$ cat config.mk
export PLATFORM = sky130hd
export DESIGN_NAME = program_counter
export DESIGN_NICKNAME = d
export VERILOG_FILES = /design/src/rtl/program_counter_pkg.sv /design/src/rtl/program_counter_return_stack.sv /design/src/rtl/program_counter.sv
export SDC_FILE = /design/constraint.sdc
export NUM_CORES = 1
export LEC_CHECK = 0
export BUFFER_PORTS_ARGS = -buffer_cell sky130_fd_sc_hd__buf_4
export CAP_MARGIN = 20
export CORE_MARGIN = 5
export CORE_UTILIZATION = 45
export DETAILED_ROUTE_END_ITERATION = 7
export HOLD_SLACK_MARGIN = 0.08
export SLEW_MARGIN = 40
export SYNTH_ARGS = -nofsm -noshare
export SYNTH_HDL_FRONTEND = slang
export SYNTH_HIERARCHICAL = 1
export SYNTH_SLANG_ARGS = --single-unit
$ cat constraint.sdc
create_clock -name clk -period 5.35 [get_ports clk]
set_input_delay 0.535 -clock clk [delete_from_list [all_inputs] [get_ports clk]]
set_output_delay 0.535 -clock clk [all_outputs]
set_load 0.02 [all_outputs]
$ cat src/rtl/program_counter_pkg.sv
// program_counter_pkg: shared opcodes, default vectors and action encoding for the fetch PC
package program_counter_pkg;
    localparam int ADDR_W = 32;
    localparam int STACK_DEPTH_DEF = 8;
    localparam logic [5:0] OP_JUMP = 6'b110011;
    localparam logic [5:0] OP_CALL = 6'b000011;
    localparam logic [5:0] OP_RET  = 6'b000110;
    localparam logic [ADDR_W-1:0] RESET_ADDR_DEF = 32'h0000_0000;
    localparam logic [ADDR_W-1:0] I0_VEC_DEF     = 32'h0000_0100;
    localparam logic [ADDR_W-1:0] I1_VEC_DEF     = 32'h0000_0180;
    localparam logic [ADDR_W-1:0] TIMER_VEC_DEF  = 32'h0000_0200;
    typedef enum logic [2:0] {
        ACT_NONE,
        ACT_IRQ,
        ACT_RET,
        ACT_CALL,
        ACT_JUMP,
        ACT_SEQ
    } pc_action_e;
endpackage

$ cat src/rtl/program_counter_return_stack.sv
// pc_return_stack: LIFO of {isr, addr} entries; push when full and pop when empty are ignored
module pc_return_stack #(
    parameter int W     = 32,
    parameter int DEPTH = 8
) (
    input  logic         clk,
    input  logic         reset,
    input  logic         push_i,
    input  logic         pop_i,
    input  logic [W:0]   push_data_i,
    output logic [W:0]   top_data_o,
    output logic         full_o,
    output logic         empty_o
);
    localparam int PW = $clog2(DEPTH);
    localparam logic [PW:0] ONE = (PW+1)'(1);
    logic [W:0]    mem_q [DEPTH];
    logic [PW:0]   count_q, count_d;
    logic [PW-1:0] wr_idx, top_idx;
    logic          do_push, do_pop;
    assign full_o  = count_q == (PW+1)'(DEPTH);
    assign empty_o = count_q == '0;
    assign do_push = push_i & ~full_o;
    assign do_pop  = pop_i & ~empty_o & ~push_i;
    assign wr_idx  = count_q[PW-1:0];
    assign top_idx = wr_idx - PW'(1);
    assign top_data_o = mem_q[top_idx];
    // occupancy count moves by one per accepted push or pop
    always_comb begin
        count_d = do_push ? count_q + ONE : do_pop ? count_q - ONE : count_q;
    end
    // count register
    always_ff @(posedge clk) begin
        if (reset) count_q <= '0;
        else       count_q <= count_d;
    end
    // entry storage; contents beyond count are don't-care so no reset is needed
    always_ff @(posedge clk) begin
        if (do_push) mem_q[wr_idx] <= push_data_i;
    end
endmodule

$ cat src/rtl/program_counter.sv
// program_counter: instruction-fetch PC with jump/call/return stack and three vectored interrupts
module program_counter
    import program_counter_pkg::*;
#(
    parameter int                ADDR_W      = program_counter_pkg::ADDR_W,
    parameter logic [ADDR_W-1:0] RESET_ADDR  = ADDR_W'(RESET_ADDR_DEF),
    parameter logic [ADDR_W-1:0] I0_VEC      = ADDR_W'(I0_VEC_DEF),
    parameter logic [ADDR_W-1:0] I1_VEC      = ADDR_W'(I1_VEC_DEF),
    parameter logic [ADDR_W-1:0] TIMER_VEC   = ADDR_W'(TIMER_VEC_DEF),
    parameter int                STACK_DEPTH = STACK_DEPTH_DEF
) (
    input  logic              clk,
    input  logic              reset,
    input  logic [5:0]        control_signal,
    input  logic [ADDR_W-1:0] target_address,
    input  logic              fetch_complete,
    input  logic              is_function_return,
    input  logic              I0,
    input  logic              I1,
    input  logic              Timer_Interrupt,
    input  logic              start,
    output logic [ADDR_W-1:0] IM_ADDRESS_BUS
);
    logic [ADDR_W-1:0] pc_q, pc_d, pc_plus4, irq_vec;
    logic              running_q, running_d, in_isr_q, in_isr_d;
    logic              i0_q, i1_q, tmr_q;
    logic              i0_e, i1_e, tmr_e, irq_any;
    logic              push, pop, st_full, st_empty;
    logic [ADDR_W:0]   push_data, top_data;
    pc_action_e        act;
    assign i0_e     = I0 & ~i0_q;
    assign i1_e     = I1 & ~i1_q;
    assign tmr_e    = Timer_Interrupt & ~tmr_q;
    assign irq_any  = i0_e | i1_e | tmr_e;
    assign irq_vec  = i0_e ? I0_VEC : tmr_e ? TIMER_VEC : I1_VEC;
    assign pc_plus4 = pc_q + ADDR_W'(4);
    assign IM_ADDRESS_BUS = pc_q;
    // pick the single highest-priority action for this edge; nothing acts while idle
    always_comb begin
        act = ACT_NONE;
        if (running_q)
            act = (irq_any && !in_isr_q)                              ? ACT_IRQ  :
                  (control_signal == OP_RET && is_function_return)   ? ACT_RET  :
                  (control_signal == OP_CALL)                        ? ACT_CALL :
                  (control_signal == OP_JUMP)                        ? ACT_JUMP :
                  fetch_complete                                     ? ACT_SEQ  : ACT_NONE;
    end
    // next PC, flags and stack requests for the chosen action
    always_comb begin
        pc_d      = pc_q;
        running_d = running_q | start;
        in_isr_d  = in_isr_q;
        push      = 1'b0;
        pop       = 1'b0;
        push_data = '0;
        case (act)
            ACT_IRQ: begin
                push      = 1'b1;
                push_data = {1'b1, pc_q};
                pc_d      = irq_vec;
                in_isr_d  = 1'b1;
            end
            ACT_RET: begin
                pop      = ~st_empty;
                pc_d     = st_empty ? pc_q : top_data[ADDR_W-1:0];
                in_isr_d = in_isr_q & ~(~st_empty & top_data[ADDR_W]);
            end
            ACT_CALL: begin
                push      = 1'b1;
                push_data = {1'b0, pc_plus4};
                pc_d      = target_address;
            end
            ACT_JUMP: pc_d = target_address;
            ACT_SEQ:  pc_d = pc_plus4;
            default:  pc_d = pc_q;
        endcase
    end
    // PC and control flags
    always_ff @(posedge clk) begin
        if (reset) begin
            pc_q      <= RESET_ADDR;
            running_q <= 1'b0;
            in_isr_q  <= 1'b0;
        end else begin
            pc_q      <= pc_d;
            running_q <= running_d;
            in_isr_q  <= in_isr_d;
        end
    end
    // interrupt edge detectors track inputs every cycle, idle included
    always_ff @(posedge clk) begin
        if (reset) begin
            i0_q  <= 1'b0;
            i1_q  <= 1'b0;
            tmr_q <= 1'b0;
        end else begin
            i0_q  <= I0;
            i1_q  <= I1;
            tmr_q <= Timer_Interrupt;
        end
    end
    pc_return_stack #(
        .W     (ADDR_W),
        .DEPTH (STACK_DEPTH)
    ) u_stack (
        .clk         (clk),
        .reset       (reset),
        .push_i      (push),
        .pop_i       (pop),
        .push_data_i (push_data),
        .top_data_o  (top_data),
        .full_o      (st_full),
        .empty_o     (st_empty)
    );
endmodule

==> reports/qor.yml <==
synth.avg_cell_area_um2: 15.9
drive_above_1_share_pct: 26.1
rsz0062_at_grt: "no"
final_area_um2: 15800
r2r_end: "IM_ADDRESS_BUS[28]"
num_vias: 8156
grt_use_total_pct: 20.1
rows: 63
cp_data_required_time_ps: 5750
cts_resized: 0
swShare_pct: 22.3
fin_setup_tns_ps: 0
r2r-start: "u_stack/count_q[0]"
worstMarginPinSlew_ps: 857
grt_max_degree: 46
die_w_um: 183
reg2reg_slack_ps: 1880
hold_start: "start"
post_dp_cell_area_um2: 14600
dr.pass1.iters: 5
clockRootBuffer: "clkbuf_16"
post_cts_buffers: 0
cts_tree: "yes"
startpoint_type: "flip-flop"
comb_power_share_pct: 8.7
p_leak_nw: 5.37
period_share_pct: 64.8
die_height_um: 183
syn-num-nets: 900
crit_family: "adder cells"
drt-initial-drc-count: 784
cp_num_buf_inv: 2
synth_enable_flop_cells: 264
max_stage_delay_ps: 790
cts_hold_buf: 0
setup_violations: 0
post-route-util_pct: 53.5
drtAntennaViolNets: 0
yosys_warnings: 6
hold_ws_ps: 255
clockBufferDepth: 3
cellPowerDensity_nw_per_um2: 344
hp-class: "in2reg"
ir_worst_vdd_mv: 0.240
whs_endpoint: "running_q"
drc: 0
clkPwrFrac_pct: 43.0
cp-end-kind: "flip-flop"
synthesis.area_um2: 13500
final_nets: 993
power.switching_w: 0.00121
whs_path_depth: 3
intPower_w: 0.00424
cts-buffers-inserted: 34
final_max_slew_viol_count: 0
timing_worst_setup_path_type: "reg2reg"
power_frac_seq_pct: 48.3
core_um2: 29600
grt_overflow: 0
period_minus_slack_ps: 3470
yosys_register_bits: 305
flow.area_growth_from_synthesis_pct: 17.6
synthCells: 849
grt_pass1_wl_um: 50600
clock_skew_ps: 20.3
p_total_w: 0.00545
initial_core_util_pct: 45.5
maxSlewHeadroom_pct: 42.8
finalHoldViolations: 0
ys_seq_area_share_pct: 65.0
dieArea_um2: 33500
synth_flop_cell: "edfxtp_1"
synthArstFlopShare_pct: 0
globalplace.congestion: 0.821
h-tree-depth: 2
portBuffers: 77
cp_data_arrival_time_ps: 3860
critPathMaxFanout: 30
cts_num_sinks: 305
slowest_stage: "ha_2"
hpwlAfterDp_um: 21700
clk_pin_slew_ps: 60
finalWirelength_um: 33700
io_pins: 78
cap_violations: 0
path_cells: "inv_1 -> ha_2 -> buf_4 -> mux4_1 -> mux2_2 -> a22oi_1 -> o41ai_1 -> a22o_1"
diodes: 0
status: "finished clean"
grt_pass1_vias: 8063
ys_types: 65
rr_worst_depth: 8
viasPerCell: 6.01
wl_per_cell_um: 24.8
fmax_ghz: 0.288
grt_antenna_before_repair: 0
clk_latency_ps: 500
worst reg2reg max path: cells and delay by family (launching register included):
kind            cells  cell delay (ps)
compound gates      3              730
buf+inv             2              530
flops               1              700
mux                 2              620
fa+ha+maj           1              790
cell type report:
| cell class | instances | area, um^2 |
|---|---|---|
| fillers | 2382 | 13700 |
| flip-flops and latches | 305 | 8750 |
| multi-input cells | 478 | 4500 |
| clock buffers | 43 | 926 |
| repair buffers | 105 | 881 |
| well taps | 390 | 488 |
| clock inverters | 18 | 216 |
| inverters | 18 | 67.6 |
flip-flops by register name, indices dropped and copies added, names as in the netlist:
name             cells
IM_ADDRESS_BUS      32
i0_q                 1
i1_q                 1
in_isr_q             1
running_q            1
tmr_q                1
u_stack/count_q      4
u_stack/mem_q      264
cells in the final DEF, fill, tap and decap left out, types with 12 or more instances in the layout:
cell / instances
edfxtp_1: 264
buf_4: 100
nand2_1: 50
dfxtp_1: 40
mux4_1: 40
o21ai_0: 38
clkbuf_16: 35
mux2_2: 33
nor2_1: 32
a21oi_1: 29
mux4_2: 27
inv_1: 17
o21ai_1: 15
a22oi_1: 13
a22o_1: 12
layer usage:
metal	vias to the layer above	routed length, um	global-route usage (%)
met5	-	0	0
met1	4147	15100	29.6
met4	0	847	6.11
li1	3673	-	-
met2	275	15900	31.0
met3	61	1850	3.21
power groups by stage:
stage,sequential (W),combinational [W],clock (W)
after floorplan,0.00266,0.000330,0
after global placement,0.00268,0.000463,0
after detailed placement,0.00268,0.000468,0
after CTS,0.00263,0.000470,0.00239
after global routing,0.00264,0.000501,0.00250
final,0.00263,0.000474,0.00235
metrics by stage:
stage / worst slack, ps / instances
final: 1880 / 1357
after global routing: 1700 / 1357
after CTS: 1840 / 1354
after detailed placement: 1670 / 1293
after global placement: 1770 / 1290
after floorplan: 751 / 849
worst max-delay path by stage:
stage | startpoint | to | slack [ps] | depth (start not counted)
6_report | u_stack/count_q[0] | IM_ADDRESS_BUS[28] | 1880 | 8
5_1_grt | u_stack/count_q[0] | IM_ADDRESS_BUS[28] | 1700 | 8
4_1_cts | u_stack/count_q[0] | IM_ADDRESS_BUS[28] | 1840 | 8
3_5_place_dp | Timer_Interrupt | u_stack/mem_q[2][13] | 1670 | 8
3_3_place_gp | Timer_Interrupt | u_stack/mem_q[1][20] | 1770 | 7
2_1_floorplan | control_signal[3] | u_stack/mem_q[0][0] | 750 | 8
logic make-up after synthesis:
family | count (synthesis) | share of synthesized area (%)
AOI/OAI and AO/OA | 170 | 8.58
xor gates and xnor gates | 14 | 0.911
adders and majority gates | 5 | 0.521
buffers and inverters | 66 | 2.54
DFF | 305 | 65.0
muxes | 101 | 15.2
and+or+nand+nor | 188 | 7.29
cell usage after synthesis, types with 12 or more instances:
master / instances / area share, %
edfxtp_1: 264 / 59
o21ai_0: 51 / 1.9
nand2_1: 50 / 1.4
dfxtp_1: 41 / 6.1
mux4_1: 40 / 7.8
nor2_1: 38 / 1.1
mux2_2: 33 / 2.8
a21oi_1: 29 / 1.1
mux4_2: 27 / 4.5
clkbuf_1: 25 / 0.70
inv_1: 18 / 0.50
nor3_1: 14 / 0.52
a22oi_1: 13 / 0.73
a22o_1: 12 / 0.78
(Power assumes the default switching activity.)
